**src/rtl/alu_seq_pkg.sv**
```systemverilog
// alu_seq_pkg: shared FSM state encoding, opcode constants and result width for alu_seq.
package alu_seq_pkg;

    typedef enum logic [1:0] {
        S_IDLE  = 2'd0,
        S_ISSUE = 2'd1,
        S_WAIT  = 2'd2,
        S_HOLD  = 2'd3
    } state_t;

    localparam logic [1:0] OP_NOP = 2'd0;
    localparam logic [1:0] OP_ADD = 2'd1;
    localparam logic [1:0] OP_MUL = 2'd2;
    localparam logic [1:0] OP_RSV = 2'd3;

    localparam int RES_W = 128;

endpackage

```
**src/rtl/alu_seq.sv**
```systemverilog
// alu_seq: one-at-a-time request sequencer in front of the 64-bit alu pipeline,
// with a single-cycle opcode pulse and a watchdog that turns a lost completion into an error.
module alu_seq
    import alu_seq_pkg::*;
#(
    parameter int TAG_W   = 4,
    parameter int TIMEOUT = 8
) (
    input  logic             clk,
    input  logic             resetn,
    input  logic             req_valid,
    output logic             req_ready,
    input  logic [63:0]      req_a,
    input  logic [63:0]      req_b,
    input  logic [1:0]       req_op,
    input  logic [TAG_W-1:0] req_tag,
    output logic             rsp_valid,
    input  logic             rsp_ready,
    output logic [RES_W-1:0] rsp_data,
    output logic [TAG_W-1:0] rsp_tag,
    output logic             rsp_err,
    output logic [63:0]      alu_A,
    output logic [63:0]      alu_B,
    output logic [1:0]       alu_opCode,
    input  logic [RES_W-1:0] alu_C,
    input  logic             alu_completed,
    output logic             busy,
    output logic [31:0]      op_count
);

    state_t             state_q;
    logic [7:0]         wdog_q;
    logic [RES_W-1:0]   data_q;
    logic [TAG_W-1:0]   tag_q;
    logic               err_q;
    logic [63:0]        a_q;
    logic [63:0]        b_q;
    logic [1:0]         opcode_q;
    logic [31:0]        count_q;

    // req_ready is held low while reset is asserted, even though the state reads IDLE
    assign req_ready  = resetn && state_q == S_IDLE;
    assign rsp_valid  = state_q == S_HOLD;
    assign busy       = state_q != S_IDLE;
    assign rsp_data   = data_q;
    assign rsp_tag    = tag_q;
    assign rsp_err    = err_q;
    assign alu_A      = a_q;
    assign alu_B      = b_q;
    assign alu_opCode = opcode_q;
    assign op_count   = count_q;

    always_ff @(posedge clk or negedge resetn) begin
        if (!resetn) begin
            state_q  <= S_IDLE;
            wdog_q   <= '0;
            data_q   <= '0;
            tag_q    <= '0;
            err_q    <= 1'b0;
            a_q      <= '0;
            b_q      <= '0;
            opcode_q <= OP_NOP;
            count_q  <= '0;
        end else begin
            case (state_q)
                S_IDLE: if (req_valid) begin
                    a_q   <= req_a;
                    b_q   <= req_b;
                    tag_q <= req_tag;
                    if (req_op == OP_NOP) begin
                        data_q  <= '0;
                        err_q   <= 1'b0;
                        state_q <= S_HOLD;
                    end else begin
                        opcode_q <= req_op;
                        state_q  <= S_ISSUE;
                    end
                end
                S_ISSUE: begin
                    opcode_q <= OP_NOP;
                    wdog_q   <= '0;
                    state_q  <= S_WAIT;
                end
                S_WAIT: begin
                    wdog_q <= wdog_q + 8'd1;
                    // completion takes priority over an expiring watchdog
                    if (alu_completed) begin
                        data_q  <= alu_C;
                        err_q   <= 1'b0;
                        state_q <= S_HOLD;
                    end else if (wdog_q == 8'(TIMEOUT - 1)) begin
                        data_q  <= '0;
                        err_q   <= 1'b1;
                        state_q <= S_HOLD;
                    end
                end
                S_HOLD: if (rsp_ready) begin
                    state_q <= S_IDLE;
                    if (!err_q) count_q <= count_q + 32'd1;
                end
                default: state_q <= S_IDLE;
            endcase
        end
    end

endmodule

```
**config.mk**
```make
export PLATFORM = sky130hd
export DESIGN_NAME = alu_seq
export DESIGN_NICKNAME = d
export VERILOG_FILES = /design/src/rtl/alu_seq_pkg.sv /design/src/rtl/alu_seq.sv
export SDC_FILE = /design/constraint.sdc
export NUM_CORES = 1
export LEC_CHECK = 0
export ABC_AREA = 1
export CORE_MARGIN = 10
export CORE_UTILIZATION = 35
export DETAILED_ROUTE_END_ITERATION = 12
export PLACE_DENSITY = 0.75
export SYNTH_ARGS = -nofsm -noshare
export SYNTH_HDL_FRONTEND = slang
export SYNTH_SLANG_ARGS = --single-unit
```
**constraint.sdc**
```tcl
create_clock -name clk -period 3.6 [get_ports clk]
set_clock_uncertainty 0.1 [all_clocks]
set_input_delay 0.72 -clock clk [delete_from_list [all_inputs] [get_ports clk]]
set_output_delay 0.72 -clock clk [all_outputs]
set_load 0.1 [all_outputs]
```
==> metrics.csv <==
metric,value,unit
finalCritPeriodShare,0.808,
yosys_most_used_dff,dfrtp_1,
port_buffers,564,
cp-end-kind,primary output,
cts_buffers,36,
ys_async_sr_fraction,1.00,
ys.warnings.count,0,
startpoint_type,register,
clkTransAtPathRegs,0.06,ns
maxCapViolations,0,
cts_hold_buf,0,
rsz0062_at_grt,no,
synth_cells,1720,
clk-insertion-delay-late,0.54,ns
cp_max_fo,4,
yosys-top-cells-count,"nand2_1, dfrtp_1, inv_1",
clockBufferDepth,3,
grt_antenna_before_repair,1,
max_stage_delay,1.16,ns
drv_slew,0,
die_y,217,microns
gr-total-overflow,0,
core,38600,sq um
drt_pass1_iterations,6,
synth_area,13600,sq um
synth.most_common_cell,nand2_1,
setup_tns,0,ns
crit_path_cell_trace,clkdlybuf4s50_1,
finalSetupViolCount,0,
required,2.78,ns
arrival,2.09,ns
crit_type,register to primary output,
crit_family,buffers and inverters,
netlist_top_cells_area,"dfrtp_1, nand2_1, nand4_1",
cts_tree,done,
synth_area_leader_cell,dfrtp_1,
r2r_cells,9,
post_drt_wl_per_cell,18.3,microns
final.min_clock_period,2.91,ns
min_path_type,input port to async pin,
grt_use_total,0.208,
grt_max_degree,142,
synth-edff-count,0,
nNetsFinal,2511,
relSlewSlack,0.315,
wl,50.9,mm
postCtsSetupBuffers,0,
viasPerCell,4.75,
clkSinkCount,305,
path_depth,1,
start_util,0.353,
synthDominantCellAreaShare,0.560,
dieArea,47200,sq um
ys_types,26,
syn-num-nets,1994,
h-tree-depth,2,
cts-root-buf,clkbuf_16,
drt_iter0_drc,1215,
num_vias,13205,
die_w,217,microns
worst_path_max_delay_cell,clkdlybuf4s50_1,
status,finished clean,
fillerInstances,3558,
worst_slack,0.691,ns
rows,72,
drive_gt1_frac,0.116,
cts_resized,0,
grt_pass1_vias,13268,
grt_pass1_wl,77.8,mm
tightest_slew,1.02,ns
place.gp.congestion,0.898,
path_buf_inv,1,
seq_area_frac_synth,0.560,
pre_cts_ws,0.805,ns
area_growth,49.7,%
pin_count,565,
drcViolationCount,0,
ys_ff_latch,305,
syn_area_per_cell,7.92,sq um
clock.fmax,344,MHz
dp_hpwl,36.6,mm
hold_violations,0,
ant_nets,0,
routing by layer:
metal / share of wire / track usage / vias to the layer above
met5: 0 / 0 / -
met4: 0.035 / 0.0869 / 0
met3: 0.075 / 0.0574 / 98
met2: 0.51 / 0.357 / 525
met1: 0.38 / 0.238 / 6247
li1: - / - / 6335
through the flow:
| step | area, sq um | utilization | instances | hold WS (ns) |
|---|---|---|---|---|
| 2_1_floorplan | 13600 | - | 1720 | 0.324 |
| 3_3_place_gp | 19300 | 0.500 | 2717 | 0.354 |
| 3_5_place_dp | 19300 | 0.500 | 2717 | 0.357 |
| 4_1_cts | 20400 | 0.529 | 2781 | 0.227 |
| 5_1_grt | 20400 | 0.529 | 2782 | 0.227 |
| 6_report | 20400 | 0.529 | 2782 | 0.147 |
flip-flops by register name, summed over array words and instances (netlist names):
name	flops
alu_opCode	2
rsp_data	128
rsp_tag	4
rsp_err	1
op_count	32
alu_B	64
wdog_q	8
alu_A	64
state_q	2
cell families after synthesis:
logic type                 share of synthesized area
xor gates and xnor gates                      0.0135
DFF                                            0.560
AOI/OAI and AO/OA                            0.00514
buffers and inverters                         0.0801
adders and majority gates                    0.00643
and+or+nand+nor                                0.335
worst paths after layout:
path                              start      endpoint  slack [ns]
hold reg to reg            rsp_data[69]  rsp_data[69]        0.36
max in group asynchronous        resetn   rsp_data[5]        2.12
setup reg to reg             state_q[0]  rsp_data[38]        1.20
hold / removal                   resetn   rsp_data[7]        0.15
setup / recovery           op_count[27]  op_count[27]        0.69
min in group clk           rsp_data[69]  rsp_data[69]        0.36
cell usage in the layout (no fill, tap or decap), types with 2 or more instances in the layout:
master	Yosys	layout
a21oi_1	2	2
buf_12	0	9
buf_4	2	193
clkbuf_1	52	14
clkbuf_16	0	37
clkbuf_8	0	2
clkdlybuf4s50_1	0	376
clkinv_2	0	6
dfrtp_1	305	305
ha_1	7	7
inv_1	173	173
inv_6	0	3
nand2_1	741	739
nand2_4	0	2
nand3_1	32	32
nand3b_1	5	5
nand4_1	139	139
nor2_1	165	165
nor3_1	12	12
o21ai_0	8	8
o21ai_4	0	2
xnor2_1	9	9
xor2_1	12	12
area by class of cell:
class	count	area, sq um	area share
Antenna cell	1	2.50	0.000123
Inverter	176	662	0.0324
Clock buffer	53	1010	0.0493
Tap cell	518	648	0.0318
Multi-Input combinational cell	1139	4940	0.242
Sequential cell	305	7630	0.374
Timing Repair Buffer	579	5410	0.265
Clock inverter	11	97.6	0.00478
Power is not shown: default switching activity piles up to over one toggle a cycle in this logic, so the estimate is an artifact.
